--- config.mk ---
export PLATFORM = sky130hd
export DESIGN_NAME = mem_l0_xfer_sched_flat
export DESIGN_NICKNAME = d
export VERILOG_FILES = /design/src/rtl/mem_l0_xfer_sched_pkg.sv /design/src/rtl/mem_l0_xfer_sched_if.sv /design/src/rtl/mem_l0_xfer_sched_chan_ctrl.sv /design/src/rtl/mem_l0_xfer_sched.sv /design/src/flat_wrapper.sv
export SDC_FILE = /design/constraint.sdc
export NUM_CORES = 1
export LEC_CHECK = 0
export CAP_MARGIN = 25
export CORE_AREA = 2 2 123 113
export DETAILED_ROUTE_END_ITERATION = 7
export DIE_AREA = 0 0 125 115
export HOLD_SLACK_MARGIN = 0.08
export PLACE_DENSITY = 0.63
export SYNTH_ARGS = -nofsm -noshare
export SYNTH_HDL_FRONTEND = slang
export SYNTH_HIERARCHICAL = 1
export SYNTH_SLANG_ARGS = --single-unit
--- constraint.sdc ---
create_clock -name clk -period 2.6 [get_ports clk]
set_input_delay 0.65 -clock clk [delete_from_list [all_inputs] [get_ports clk]]
set_output_delay 0.65 -clock clk [all_outputs]
set_load 0.02 [all_outputs]
--- src/rtl/mem_l0_xfer_sched_pkg.sv ---
// Shared definitions for the SRAM <-> L0 transfer sequencer: channel FSM
// encoding, transfer direction codes and default geometry/latency values.
package mem_l0_xfer_sched_pkg;

  typedef enum logic [1:0] {
    ST_IDLE  = 2'd0,
    ST_ISSUE = 2'd1,
    ST_FLUSH = 2'd2,
    ST_DONE  = 2'd3
  } xfer_state_e;

  localparam logic DIR_LOAD  = 1'b0;  // SRAM -> L0
  localparam logic DIR_STORE = 1'b1;  // L0 -> SRAM

  localparam int DEF_NUM_CH     = 3;
  localparam int DEF_MEM_AW     = 4;
  localparam int DEF_L0_AW      = 3;
  localparam int DEF_MEM_RD_LAT = 2;
  localparam int DEF_L0_RD_LAT  = 1;

  // Larger of two elaboration-time integers (sizes the shared latency pipe).
  function automatic int max_int(input int a, input int b);
    return (a > b) ? a : b;
  endfunction

endpackage

--- src/rtl/mem_l0_xfer_sched_if.sv ---
// Bundle of the controller request side and the SRAM/L0 enable side of the
// transfer sequencer. The sequencer uses the slave view.
interface mem_l0_xfer_sched_if
  import mem_l0_xfer_sched_pkg::*;
#(
  parameter int NUM_CH = DEF_NUM_CH,
  parameter int MEM_AW = DEF_MEM_AW,
  parameter int L0_AW  = DEF_L0_AW
);
  logic [NUM_CH-1:0]           xfer_start;
  logic [NUM_CH-1:0]           xfer_dir;
  logic [NUM_CH*(L0_AW+1)-1:0] xfer_len;
  logic [NUM_CH*MEM_AW-1:0]    xfer_base;
  logic [NUM_CH-1:0]           xfer_abort;
  logic [NUM_CH-1:0]           busy;
  logic [NUM_CH-1:0]           done;
  logic [NUM_CH-1:0]           mem_cs;
  logic [NUM_CH-1:0]           mem_re;
  logic [NUM_CH-1:0]           mem_we;
  logic [NUM_CH*MEM_AW-1:0]    mem_addr;
  logic [NUM_CH-1:0]           l0_cs;
  logic [NUM_CH-1:0]           l0_re;
  logic [NUM_CH-1:0]           l0_we;
  logic [NUM_CH*L0_AW-1:0]     l0_raddr;
  logic [NUM_CH*L0_AW-1:0]     l0_waddr;

  modport master (
    output xfer_start, xfer_dir, xfer_len, xfer_base, xfer_abort,
    input  busy, done, mem_cs, mem_re, mem_we, mem_addr,
    input  l0_cs, l0_re, l0_we, l0_raddr, l0_waddr
  );

  modport slave (
    input  xfer_start, xfer_dir, xfer_len, xfer_base, xfer_abort,
    output busy, done, mem_cs, mem_re, mem_we, mem_addr,
    output l0_cs, l0_re, l0_we, l0_raddr, l0_waddr
  );
endinterface

--- src/rtl/mem_l0_xfer_sched_chan_ctrl.sv ---
// One transfer channel: FSM, read index and the {valid, k} latency pipe that
// re-times each read into the matching write on the other memory.
// pipe[0] is the read presented this cycle; pipe[j] is the read from j cycles ago.
module mem_l0_xfer_sched_chan_ctrl
  import mem_l0_xfer_sched_pkg::*;
#(
  parameter int MEM_AW     = DEF_MEM_AW,
  parameter int L0_AW      = DEF_L0_AW,
  parameter int MEM_RD_LAT = DEF_MEM_RD_LAT,
  parameter int L0_RD_LAT  = DEF_L0_RD_LAT
) (
  input  logic              clk,
  input  logic              rst,
  input  logic              start,
  input  logic              dir,
  input  logic [L0_AW:0]    len,
  input  logic [MEM_AW-1:0] base,
  input  logic              abort,
  output logic              busy,
  output logic              done,
  output logic              mem_cs,
  output logic              mem_re,
  output logic              mem_we,
  output logic [MEM_AW-1:0] mem_addr,
  output logic              l0_cs,
  output logic              l0_re,
  output logic              l0_we,
  output logic [L0_AW-1:0]  l0_raddr,
  output logic [L0_AW-1:0]  l0_waddr
);
  localparam int              PIPE_D  = max_int(MEM_RD_LAT, L0_RD_LAT);
  localparam logic [L0_AW:0]  LEN_ONE = 1;
  localparam logic [L0_AW-1:0] K_ONE  = 1;

  xfer_state_e       state_reg, state_next;
  logic              dir_reg, dir_next;
  logic [L0_AW:0]    len_reg, len_next;
  logic [MEM_AW-1:0] base_reg, base_next;
  logic [PIPE_D-1:0] pipe_v_reg, pipe_v_next;
  logic [L0_AW-1:0]  pipe_k_reg [PIPE_D];
  logic [L0_AW-1:0]  pipe_k_next [PIPE_D];

  logic              rd_v, wr_v, pending, kill;
  logic [L0_AW-1:0]  rd_k, wr_k;
  int                lat_cur;

  logic              busy_reg, done_reg, mem_cs_reg, mem_re_reg, mem_we_reg;
  logic              l0_cs_reg, l0_re_reg, l0_we_reg;
  logic              busy_next, done_next, mem_cs_next, mem_re_next, mem_we_next;
  logic              l0_cs_next, l0_re_next, l0_we_next;
  logic [MEM_AW-1:0] mem_addr_reg, mem_addr_next;
  logic [L0_AW-1:0]  l0_raddr_reg, l0_raddr_next, l0_waddr_reg, l0_waddr_next;

  // Next-state, next-read, pipe shift and next-output computation.
  always_comb begin
    state_next = state_reg;
    dir_next   = dir_reg;
    len_next   = len_reg;
    base_next  = base_reg;
    rd_v       = 1'b0;
    rd_k       = '0;
    kill       = abort && (state_reg != ST_IDLE);
    lat_cur    = (dir_reg == DIR_STORE) ? L0_RD_LAT : MEM_RD_LAT;

    // Writes still owed to cycles after this one sit in pipe[0 .. lat-1].
    pending = 1'b0;
    for (int j = 0; j < PIPE_D; j++)
      if (pipe_v_reg[j] && (j < lat_cur)) pending = 1'b1;

    case (state_reg)
      ST_IDLE: begin
        if (start) begin
          dir_next  = dir;
          len_next  = len;
          base_next = base;
          if (len == '0) begin
            state_next = ST_DONE;
          end else begin
            state_next = ST_ISSUE;
            rd_v       = 1'b1;
          end
        end
      end
      ST_ISSUE: begin
        if (({1'b0, pipe_k_reg[0]} + LEN_ONE) == len_reg) begin
          state_next = ST_FLUSH;
        end else begin
          rd_v = 1'b1;
          rd_k = pipe_k_reg[0] + K_ONE;
        end
      end
      ST_FLUSH: if (!pending) state_next = ST_DONE;
      ST_DONE:  state_next = ST_IDLE;
      default:  state_next = ST_IDLE;
    endcase

    if (kill) begin
      state_next = ST_IDLE;
      rd_v       = 1'b0;
      rd_k       = '0;
    end

    // The write shown next cycle is the read issued lat-1 cycles before now.
    if (dir_next == DIR_STORE) begin
      wr_v = pipe_v_reg[L0_RD_LAT-1];
      wr_k = pipe_k_reg[L0_RD_LAT-1];
    end else begin
      wr_v = pipe_v_reg[MEM_RD_LAT-1];
      wr_k = pipe_k_reg[MEM_RD_LAT-1];
    end
    if (kill) wr_v = 1'b0;

    pipe_v_next[0] = rd_v;
    pipe_k_next[0] = rd_k;
    for (int j = 1; j < PIPE_D; j++) begin
      pipe_v_next[j] = pipe_v_reg[j-1];
      pipe_k_next[j] = pipe_k_reg[j-1];
    end
    // Stale entries deeper than the active latency must not leak into the next job.
    if (kill || (state_next == ST_DONE) || (state_next == ST_IDLE)) begin
      pipe_v_next = '0;
      for (int j = 0; j < PIPE_D; j++) pipe_k_next[j] = '0;
    end

    busy_next     = (state_next == ST_ISSUE) || (state_next == ST_FLUSH);
    done_next     = (state_next == ST_DONE);
    mem_cs_next   = 1'b0;
    mem_re_next   = 1'b0;
    mem_we_next   = 1'b0;
    mem_addr_next = '0;
    l0_cs_next    = 1'b0;
    l0_re_next    = 1'b0;
    l0_we_next    = 1'b0;
    l0_raddr_next = '0;
    l0_waddr_next = '0;
    if (dir_next == DIR_LOAD) begin
      mem_cs_next = rd_v;
      mem_re_next = rd_v;
      if (rd_v) mem_addr_next = base_next + MEM_AW'(rd_k);
      l0_cs_next  = wr_v;
      l0_we_next  = wr_v;
      if (wr_v) l0_waddr_next = wr_k;
    end else begin
      l0_cs_next  = rd_v;
      l0_re_next  = rd_v;
      if (rd_v) l0_raddr_next = rd_k;
      mem_cs_next = wr_v;
      mem_we_next = wr_v;
      if (wr_v) mem_addr_next = base_next + MEM_AW'(wr_k);
    end
  end

  // Channel state, latency pipe and registered outputs.
  always_ff @(posedge clk) begin
    if (rst) begin
      state_reg    <= ST_IDLE;
      dir_reg      <= DIR_LOAD;
      len_reg      <= '0;
      base_reg     <= '0;
      pipe_v_reg   <= '0;
      for (int j = 0; j < PIPE_D; j++) pipe_k_reg[j] <= '0;
      busy_reg     <= 1'b0;
      done_reg     <= 1'b0;
      mem_cs_reg   <= 1'b0;
      mem_re_reg   <= 1'b0;
      mem_we_reg   <= 1'b0;
      mem_addr_reg <= '0;
      l0_cs_reg    <= 1'b0;
      l0_re_reg    <= 1'b0;
      l0_we_reg    <= 1'b0;
      l0_raddr_reg <= '0;
      l0_waddr_reg <= '0;
    end else begin
      state_reg    <= state_next;
      dir_reg      <= dir_next;
      len_reg      <= len_next;
      base_reg     <= base_next;
      pipe_v_reg   <= pipe_v_next;
      for (int j = 0; j < PIPE_D; j++) pipe_k_reg[j] <= pipe_k_next[j];
      busy_reg     <= busy_next;
      done_reg     <= done_next;
      mem_cs_reg   <= mem_cs_next;
      mem_re_reg   <= mem_re_next;
      mem_we_reg   <= mem_we_next;
      mem_addr_reg <= mem_addr_next;
      l0_cs_reg    <= l0_cs_next;
      l0_re_reg    <= l0_re_next;
      l0_we_reg    <= l0_we_next;
      l0_raddr_reg <= l0_raddr_next;
      l0_waddr_reg <= l0_waddr_next;
    end
  end

  assign busy     = busy_reg;
  assign done     = done_reg;
  assign mem_cs   = mem_cs_reg;
  assign mem_re   = mem_re_reg;
  assign mem_we   = mem_we_reg;
  assign mem_addr = mem_addr_reg;
  assign l0_cs    = l0_cs_reg;
  assign l0_re    = l0_re_reg;
  assign l0_we    = l0_we_reg;
  assign l0_raddr = l0_raddr_reg;
  assign l0_waddr = l0_waddr_reg;

endmodule

--- src/rtl/mem_l0_xfer_sched.sv ---
// NUM_CH independent SRAM <-> L0 transfer channels; each channel is a
// self-contained controller whose outputs are packed onto the bus here.
module mem_l0_xfer_sched
  import mem_l0_xfer_sched_pkg::*;
#(
  parameter int NUM_CH     = DEF_NUM_CH,
  parameter int MEM_AW     = DEF_MEM_AW,
  parameter int L0_AW      = DEF_L0_AW,
  parameter int MEM_RD_LAT = DEF_MEM_RD_LAT,
  parameter int L0_RD_LAT  = DEF_L0_RD_LAT
) (
  input logic               clk,
  input logic               rst,
  mem_l0_xfer_sched_if.slave bus
);
  logic [NUM_CH-1:0]        busy_w, done_w, mem_cs_w, mem_re_w, mem_we_w;
  logic [NUM_CH-1:0]        l0_cs_w, l0_re_w, l0_we_w;
  logic [NUM_CH*MEM_AW-1:0] mem_addr_w;
  logic [NUM_CH*L0_AW-1:0]  l0_raddr_w, l0_waddr_w;

  // One controller per channel, sliced out of the packed request fields.
  for (genvar gi = 0; gi < NUM_CH; gi++) begin : g_ch
    mem_l0_xfer_sched_chan_ctrl #(
      .MEM_AW    (MEM_AW),
      .L0_AW     (L0_AW),
      .MEM_RD_LAT(MEM_RD_LAT),
      .L0_RD_LAT (L0_RD_LAT)
    ) u_chan (
      .clk     (clk),
      .rst     (rst),
      .start   (bus.xfer_start[gi]),
      .dir     (bus.xfer_dir[gi]),
      .len     (bus.xfer_len[gi*(L0_AW+1) +: (L0_AW+1)]),
      .base    (bus.xfer_base[gi*MEM_AW +: MEM_AW]),
      .abort   (bus.xfer_abort[gi]),
      .busy    (busy_w[gi]),
      .done    (done_w[gi]),
      .mem_cs  (mem_cs_w[gi]),
      .mem_re  (mem_re_w[gi]),
      .mem_we  (mem_we_w[gi]),
      .mem_addr(mem_addr_w[gi*MEM_AW +: MEM_AW]),
      .l0_cs   (l0_cs_w[gi]),
      .l0_re   (l0_re_w[gi]),
      .l0_we   (l0_we_w[gi]),
      .l0_raddr(l0_raddr_w[gi*L0_AW +: L0_AW]),
      .l0_waddr(l0_waddr_w[gi*L0_AW +: L0_AW])
    );
  end

  assign bus.busy     = busy_w;
  assign bus.done     = done_w;
  assign bus.mem_cs   = mem_cs_w;
  assign bus.mem_re   = mem_re_w;
  assign bus.mem_we   = mem_we_w;
  assign bus.mem_addr = mem_addr_w;
  assign bus.l0_cs    = l0_cs_w;
  assign bus.l0_re    = l0_re_w;
  assign bus.l0_we    = l0_we_w;
  assign bus.l0_raddr = l0_raddr_w;
  assign bus.l0_waddr = l0_waddr_w;

endmodule

--- src/flat_wrapper.sv ---
// flat-port wrapper written by rule: the top's interface ports become plain ports
module mem_l0_xfer_sched_flat import mem_l0_xfer_sched_pkg::*;
#(
  parameter int NUM_CH     = DEF_NUM_CH,
  parameter int MEM_AW     = DEF_MEM_AW,
  parameter int L0_AW      = DEF_L0_AW,
  parameter int MEM_RD_LAT = DEF_MEM_RD_LAT,
  parameter int L0_RD_LAT  = DEF_L0_RD_LAT
)
  (clk, rst, bus_xfer_start, bus_xfer_dir, bus_xfer_len, bus_xfer_base, bus_xfer_abort, bus_busy, bus_done, bus_mem_cs, bus_mem_re, bus_mem_we, bus_mem_addr, bus_l0_cs, bus_l0_re, bus_l0_we, bus_l0_raddr, bus_l0_waddr);
  mem_l0_xfer_sched_if #(.NUM_CH(NUM_CH), .MEM_AW(MEM_AW), .L0_AW(L0_AW)) bus_i ();
  input logic clk;
  input logic rst;
  input wire logic [$bits(bus_i.xfer_start)-1:0] bus_xfer_start;
  input wire logic [$bits(bus_i.xfer_dir)-1:0] bus_xfer_dir;
  input wire logic [$bits(bus_i.xfer_len)-1:0] bus_xfer_len;
  input wire logic [$bits(bus_i.xfer_base)-1:0] bus_xfer_base;
  input wire logic [$bits(bus_i.xfer_abort)-1:0] bus_xfer_abort;
  output wire logic [$bits(bus_i.busy)-1:0] bus_busy;
  output wire logic [$bits(bus_i.done)-1:0] bus_done;
  output wire logic [$bits(bus_i.mem_cs)-1:0] bus_mem_cs;
  output wire logic [$bits(bus_i.mem_re)-1:0] bus_mem_re;
  output wire logic [$bits(bus_i.mem_we)-1:0] bus_mem_we;
  output wire logic [$bits(bus_i.mem_addr)-1:0] bus_mem_addr;
  output wire logic [$bits(bus_i.l0_cs)-1:0] bus_l0_cs;
  output wire logic [$bits(bus_i.l0_re)-1:0] bus_l0_re;
  output wire logic [$bits(bus_i.l0_we)-1:0] bus_l0_we;
  output wire logic [$bits(bus_i.l0_raddr)-1:0] bus_l0_raddr;
  output wire logic [$bits(bus_i.l0_waddr)-1:0] bus_l0_waddr;
  assign bus_i.xfer_start = bus_xfer_start;
  assign bus_i.xfer_dir = bus_xfer_dir;
  assign bus_i.xfer_len = bus_xfer_len;
  assign bus_i.xfer_base = bus_xfer_base;
  assign bus_i.xfer_abort = bus_xfer_abort;
  assign bus_busy = bus_i.busy;
  assign bus_done = bus_i.done;
  assign bus_mem_cs = bus_i.mem_cs;
  assign bus_mem_re = bus_i.mem_re;
  assign bus_mem_we = bus_i.mem_we;
  assign bus_mem_addr = bus_i.mem_addr;
  assign bus_l0_cs = bus_i.l0_cs;
  assign bus_l0_re = bus_i.l0_re;
  assign bus_l0_we = bus_i.l0_we;
  assign bus_l0_raddr = bus_i.l0_raddr;
  assign bus_l0_waddr = bus_i.l0_waddr;
  mem_l0_xfer_sched #(.NUM_CH(NUM_CH), .MEM_AW(MEM_AW), .L0_AW(L0_AW), .MEM_RD_LAT(MEM_RD_LAT), .L0_RD_LAT(L0_RD_LAT)) u_core (.clk(clk), .rst(rst), .bus(bus_i));
endmodule
==> key figures, run 1 <==
Worst setup path
  – Max stage delay on crit path: roughly 360 ps
  – Start of the worst register-to-register path: u_core/g_ch[1].u_chan/pipe_k_reg[0][2]
  – CP Data Required Time: roughly 2900 ps
  – Cell class contributing the biggest share of worst-path delay: multiplexers
  – WS Path Type: in2reg
  – Critical path, cell by cell: dlygate4sd2_1 -> nor3b_4 -> mux2i_1 -> buf_4 -> buf_4 -> mux2_2 -> ha_4 -> a21oi_2 -> o31a_1 -> a22oi_1
  – Worst reg2reg setup slack: around 110 ps
  – Worst r2r path cells: 10
  – CP Launch Type: input pin
  – Worst R2R End: u_core/g_ch[1].u_chan/pipe_v_reg[0]
  – Crit. End Element: flop
  – Worst Setup SP: bus_xfer_start[0]
  – Critical-path top delay cell: mux2_2
  – Crit. path cell count: 10
  – WP data arrival: between 2000 and 3000 ps
  – CP dominant cell by count: buf_4
  – Max FO, Critical Path: 3
  – WP buf/inv: 3

Power and ir drop
  – Highest ir drop seen on vdd: approximately 0.33 mV
  – LEAKAGE: 3.39 nW
  – Pwr/cell area: ~550 nW/um^2

Global routing
  – Largest net degree at the start of global routing: 34
  – Global-route wire length before repair: 20.9 mm
  – All-Layer GR Usage: between 10% and 20%
  – Vias in the first global route: roughly 4300
  – Initial antenna violation count: 0
  – Grt ovf: 0

Yosys
  – Largest area contributor in the netlist: dfxtp_1
  – Post-synthesis mux area share: between 7 and 8%
  – Mean post-synth cell area: between 10 and 15 um^2
  – Post-synthesis adder-cell area fraction: 8.98%
  – Sequential cell area fraction in the yosys report: a little over two fifths
  – Async set-reset flop share out of synthesis: 0%
  – Post-synth cell types: between 50 and 60
  – EDFF count, synth: 0
  – Top cells by area, synth: dfxtp_1, ha_1, nor2_1
  – Post-synth design cell area: approximately 5100 um^2
  – Simple-Gate Fraction of Synth Area: between 20% and 30%
  – Yosys top cell area share: 43.6%
  – Area share of xor/xnor cells in the synthesized design: approximately 4.7%
  – Synth Area in Compound Gates: approximately 11%
  – Main synth FF type: dfxtp_1
  – Net Count, Synth: 563
  – Largest family of logic cells by synthesized area: simple AND/OR/NAND/NOR gates
  – Cell count after synthesis: between 400 and 500
  – Warnings from Yosys: 6
  – Register bit count reported by yosys: 111

Drt
  – Post-route DRC violation count: 0
  – DR iter-0 viols: 177
  – Vias: between 4000 and 5000
  – Drt wl/cell: between 10 and 15 um
  – Post-route ant nets: 0
  – Drt first pass iters: 4
  – WL final: between 10 and 15 mm
  – Number of vias per cell: approximately 4.9

Clock network
  – Deepest clock path buffer count: 2
  – Hold Buf Count CTS: 0
  – Root buf cell: clkbuf_16
  – CTS Buf Count: 9
  – H-tree levels: 3
  – Clock-pin slew on the worst setup and hold paths: approximately 70 ps
  – CTS tree: built
  – Clock Latency Late Sink: ~360 ps
  – Clock sinks: approximately 110

Finish
  – Max reg flops: 18
  – Layout cells sized above 1: a little under a third
  – Storage element area: about 2200 um^2
  – Area Overhead vs Synth: 48.7%
  – # fillers: between 1000 and 1500
  – Post-route insts no fill: 871
  – Post-route cell area: roughly 7600 um^2
  – Commonest non-fill, non-tap cell in the layout: buf_4
  – Ant. Diodes: 0
  – Area of the multi-input gates: 2960 um^2
  – Final net count: 766
  – Commonest non-fill, non-tap cells in the layout: buf_4, dfxtp_1, clkdlybuf4s50_1

Floorplan
  – IO Pins: just under 90
  – Row count: 40
  – DIE WIDTH: roughly 130 um
  – Initial Util: 38.9%
  – Die ar.: approximately 14000 um^2
  – Core footprint: about 13000 um^2
  – Die height: around 120 um

STA
  – Clk_skew: approximately 6.7 ps
  – Final setup margin: about 110 ps
  – Final setup vio count: 0
  – Fmax: between 400 and 500 MHz
  – Final clock period utilization by the worst path: about 96%
  – Slew Limit Fails: 0
  – Setup TNS: 0 ps
  – Hold WS: between 500 and 600 ps
  – Slew headroom: ~72%
  – Tmin final: roughly 2500 ps
  – RSZ-0062 raised after global routing: no
  – Hold Vio Cnt, Final: 0
  – Worst Max-Slew Pin Slew: around 410 ps

Placement
  – Post-Place Worst Slack: -607 ps
  – Post-DP Area: between 6000 and 7000 um^2
  – Hpwl dp: approximately 9.7 mm
  – Final Wtd Congestion: 0.898
  – I/O Buffers: slightly below 90
  – Cell count after placement: roughly 850

Run
  – Max cap viols: 0

Hold path
  – Hold endpoint: u_core/g_ch[0].u_chan/l0_cs
  – HP Class: reg2reg
  – Cells on Worst Hold Path: 2
  – Hold path start: u_core/g_ch[0].u_chan/pipe_v_reg[1]

Outcome
  – Status: completed
## worst register-to-register path: stages (launching register included)
cell and delay [ps]:
dfxtp_1 450, xnor3_1 370, nand3_2 90, or2_4 140, buf_4 130, nor3_4 40, o31a_1 280, ha_1 190
or3_4 420, buf_4 150, nor4_1 140
## report_power, final
part	switching (mW)	leakage [nW]	internal, mW
Clock	0.641	0.161	0.878
Combinational	0.400	2.33	0.457
Sequential	0.0467	0.907	1.78
## timing repair
item / 4_1_cts / 5_1_grt
pin swaps: 8 / 5
buffers inserted: 4 / 4
gates resized for setup: 36 / 25
setup endpoints to repair: 30 / 29
## synthesized netlist by cell type, types with 3 or more instances
library cell and instances:
dfxtp_1 111, nor2_1 54, ha_1 27, and2_1 23, nand2_1 21, a21oi_1 20, inv_1 18, mux2i_1 18
nand3_1 17, nor2b_1 15, xor2_1 12, mux2_2 11, nor3_1 11, a22o_1 9, nor4_1 9, buf_6 7
o21ai_0 7, fa_1 6, nand2b_1 6, or3_1 5, a22oi_1 4, buf_4 4, mux2_1 4, nor3b_4 4
o31a_1 4, o31ai_1 4, or2_1 4, xnor2_1 4, a21o_1 3, and3_1 3, clkbuf_1 3, nor4b_1 3
o211ai_1 3, o21a_4 3, o22ai_1 3, xnor3_1 3
## per-stage QoR
step	total power, mW	util (%)
after CTS	4.22	56.7
after detailed placement	2.65	52.8
after global routing	4.40	57.8
final	4.20	57.8
after global placement	2.64	52.8
after floorplan	2.29	-
## cell type report
type | count | area share [%]
Clock buffer | 10 | 3.15
Clock inverter | 6 | 1.22
Inverter | 18 | 0.891
Multi-Input combinational cell | 352 | 39.0
Sequential cell | 111 | 29.4
Tap cell | 168 | 2.77
Timing Repair Buffer | 206 | 23.5
## cells by family after synthesis
logic type / count (synthesis)
flip-flops: 111
buffers and inverters: 32
adder cells (fa/ha/maj): 33
AO/OA/AOI/OAI: 72
multiplexers: 34
XOR/XNOR: 21
AND/OR/NAND/NOR: 192
## worst max path at each step
| stage | slack, ps | to |
|---|---|---|
| floorplan | 10 | u_core/g_ch[2].u_chan/pipe_k_reg[0][3] |
| global placement | -490 | u_core/g_ch[1].u_chan/mem_addr[3] |
| detailed placement | -610 | u_core/g_ch[0].u_chan/mem_addr[3] |
| CTS | 5 | u_core/g_ch[1].u_chan/pipe_v_reg[0] |
| global route | 0.9 | u_core/g_ch[0].u_chan/mem_addr[3] |
| finish | 110 | u_core/g_ch[0].u_chan/mem_addr[3] |
## metal layers
| layer | wire length, um | share of wire (%) | global-route usage (%) |
|---|---|---|---|
| met5 | 0 | 0 | 0 |
| met2 | 6090 | 48 | 31.1 |
| met1 | 5900 | 46 | 22.4 |
| met3 | 495 | 3.9 | 3.96 |
| met4 | 217 | 1.7 | 6.37 |
Power figures use the tool's default switching activity.
==> run 2, diff against run 1 <==
CORE_AREA = 3 3 124 114   (was 2 2 123 113)
DIE_AREA = 0 0 127 117   (was 0 0 125 115)
==> run 2 against run 1 <==
- global-route usage decreased by 0.17 points
- final cell count increased by 0.23%
- hold slack improved by 8.3 ps
- critical path depth unchanged
- clock power decreased by 11%
- design area increased by 0.17%
- largest cell class unchanged
- highest routed layer unchanged
==> key figures, run 2 (same netlist as run 1, synthesis figures left out) <==
Power and ir drop
  – Combinational share of power: 21.8% (+1.4 points)
  – Pwr/cell area: 536 nW/um^2 (-3.4%)
  – Sequential share of power: 44.9% (+1.4 points)
  – Int Pwr: 3.01 mW (-3.5%)
  – LEAKAGE: 3.40 nW (+0.18%)
  – Switching share of power: 26.1% (+0.22 points)
  – Clock power share: 33.3% (-2.8 points)
  – Highest ir drop seen on vdd: 0.416 mV (+25%)
  – Sw Pwr: 1.06 mW (-2.4%)

Global routing
  – Largest net degree at the start of global routing: 37 (+8.8%)
  – Vias in the first global route: 4461 (+2.6%)
  – Global-route wire length before repair: 21.1 mm (+1.2%)
  – Initial antenna violation count: 0 (unchanged)
  – Grt ovf: 0 (unchanged)
  – All-Layer GR Usage: 17.8% (-0.17 points)

Clock network
  – Hold Buf Count CTS: 0 (unchanged)
  – H-tree levels: 3 (unchanged)
  – Root buf cell: clkbuf_16
  – CTS Buf Count: 9 (unchanged)
  – Clock Latency Late Sink: 350 ps (about the same)
  – CTS tree: built
  – Clock sinks: 111 (unchanged)
  – Clock-pin slew on the worst setup and hold paths: 70 ps (about the same)
  – Deepest clock path buffer count: 2 (unchanged)

STA
  – Tmin final: 2510 ps (+14.3 ps)
  – Clk_skew: 5.64 ps (-1.11 ps)
  – Slew headroom: 71.4% (-0.71 points)
  – Slew Limit Fails: 0 (unchanged)
  – Hold Vio Cnt, Final: 0 (unchanged)
  – Final clock period utilization by the worst path: 96.4% (+0.55 points)
  – Worst Max-Slew Pin Slew: 426 ps (+12.7 ps)
  – Hold WS: 523 ps (+8.29 ps)
  – Fmax: 399 MHz (-0.57%)
  – Final setup margin: 93.0 ps (-14.3 ps)
  – Final setup vio count: 0 (unchanged)

Outcome
  – Status: completed

Finish
  – Commonest non-fill, non-tap cells in the layout: buf_4, dfxtp_1, clkdlybuf4s50_1
  – Final net count: 772 (+0.78%)
  – Commonest non-fill, non-tap cell in the layout: buf_4
  – Post-route insts no fill: 873 (+0.23%)
  – Ant. Diodes: 0 (unchanged)
  – Area Overhead vs Synth: 48.9%
  – Max reg flops: 18 (unchanged)
  – Layout cells sized above 1: 30.9% (+0.16 points)
  – Post-route cell area: 7600 um^2 (+0.17%)

Hold path
  – Hold path start: u_core/g_ch[1].u_chan/pipe_v_reg[1]
  – Hold endpoint: u_core/g_ch[1].u_chan/l0_cs
  – HP Class: reg2reg
  – Cells on Worst Hold Path: 2 (unchanged)

Floorplan
  – DIE WIDTH: 127 um (+1.6%)
  – IO Pins: 89 (unchanged)
  – Row count: 39 (-2.5%)
  – Initial Util: 39.9% (+1.0 points)
  – Core footprint: 12800 um^2 (-2.5%)
  – Die height: 117 um (+1.7%)
  – Die ar.: 14900 um^2 (+3.4%)

Placement
  – Final Wtd Congestion: 0.854 (-5.0%)
  – Post-Place Worst Slack: -636 ps (-28.5 ps)
  – Post-DP Area: 6890 um^2 (-0.51%)
  – Cell count after placement: 839 (-0.94%)
  – Hpwl dp: 9.75 mm (+1.0%)
  – I/O Buffers: 88 (unchanged)

Worst setup path
  – CP Data Required Time: 2900 ps (+20 ps)
  – Start of the worst register-to-register path: u_core/g_ch[0].u_chan/pipe_k_reg[0][0]
  – Worst reg2reg setup slack: 90 ps (about the same)
  – Crit. End Element: flop
  – CP Launch Type: flop
  – WS Path Type: reg2reg
  – Max FO, Critical Path: 5 (+2)
  – WP data arrival: 2800 ps (+30 ps)
  – Worst R2R End: u_core/g_ch[0].u_chan/pipe_k_reg[0][4]
  – Worst r2r path cells: 10 (unchanged)

Drt
  – Number of vias per cell: 4.98 (+1.5%)
  – Drt first pass iters: 4 (unchanged)
  – Vias: 4349 (+1.8%)
  – Post-route ant nets: 0 (unchanged)
  – Drt wl/cell: 14.7 um (+1.0%)
  – WL final: 12.9 mm (+1.2%)
  – DR iter-0 viols: 190 (+7.3%)
  – Post-route DRC violation count: 0 (unchanged)

Run
  – Max cap viols: 0 (unchanged)
-- run 2: cell types whose count changed in the layout (fill, tap and decap cells not counted), moves of 3 or more --
cell and change:
nor4_2 +3, dfxtp_2 -5, dfxtp_1 +5, buf_4 +5, nor4_1 -3
-- run 2: worst max path at each step --
stage                                                start                                      to  slack, ps  cells past startpoint
finish              u_core/g_ch[0].u_chan/pipe_k_reg[0][0]  u_core/g_ch[0].u_chan/pipe_k_reg[0][4]         90                     10
global route        u_core/g_ch[1].u_chan/pipe_k_reg[0][1]  u_core/g_ch[1].u_chan/pipe_k_reg[0][3]        -10                     11
CTS                                      bus_xfer_start[2]       u_core/g_ch[2].u_chan/mem_addr[3]         -6                     11
detailed placement                       bus_xfer_start[1]       u_core/g_ch[1].u_chan/mem_addr[3]       -640                     10
global placement                         bus_xfer_start[1]       u_core/g_ch[1].u_chan/mem_addr[3]       -580                     10
floorplan           u_core/g_ch[2].u_chan/pipe_k_reg[0][0]  u_core/g_ch[2].u_chan/pipe_k_reg[0][3]         10                     10
-- run 2: timing repair --
action	4_1_cts	5_1_grt
resized for setup	32	29
setup endpoints to repair	32	34
pin swaps	6	1
endpoints found under the hold margin	0	0
buffers inserted	17	1
-- run 2: layer usage --
metal | wire, um | vias to the layer above | GRT usage, %
met1 | 5820 | 2071 | 22.6
met5 | 0 | - | 0
met4 | 233 | 0 | 6.65
met2 | 6300 | 100 | 30.3
met3 | 518 | 20 | 3.63
li1 | - | 2158 | -
-- run 2: cell type report --
class	instances	area [um^2]
timing repair buffer	212	1830
multi-input combinational	352	2980
inverter	18	67.6
clock inverter	5	57.6
tap	164	205
clock buffer	11	233
sequential	111	2220
fill	1084	5190
-- run 2: stage by stage --
| stage | power (mW) | setup TNS (ps) | utilization [%] |
|---|---|---|---|
| finish | 4.07 | 0 | 59.4 |
| global route | 4.27 | -29.3 | 59.4 |
| CTS | 4.10 | -5.66 | 58.2 |
| detailed placement | 2.65 | -12360 | 53.9 |
| global placement | 2.64 | -11040 | 53.9 |
| floorplan | 2.29 | 0 | - |
-- run 2: worst max-delay path: stages, from the launching register on --
cell,delay [ps]
dfxtp_1,390
buf_4,170
xor2_1,210
nand3_1,130
or2_4,280
a221oi_4,240
inv_1,70
ha_1,210
or3_4,430
nor2_4,170
and2_1,140
-- run 2: power by group through the flow --
stage / Clock, mW / Combinational [mW] / Sequential, mW
6_report: 1.36 / 0.887 / 1.83
5_1_grt: 1.47 / 0.965 / 1.84
4_1_cts: 1.41 / 0.859 / 1.82
3_5_place_dp: 0 / 0.787 / 1.86
3_3_place_gp: 0 / 0.775 / 1.86
2_1_floorplan: 0 / 0.386 / 1.90
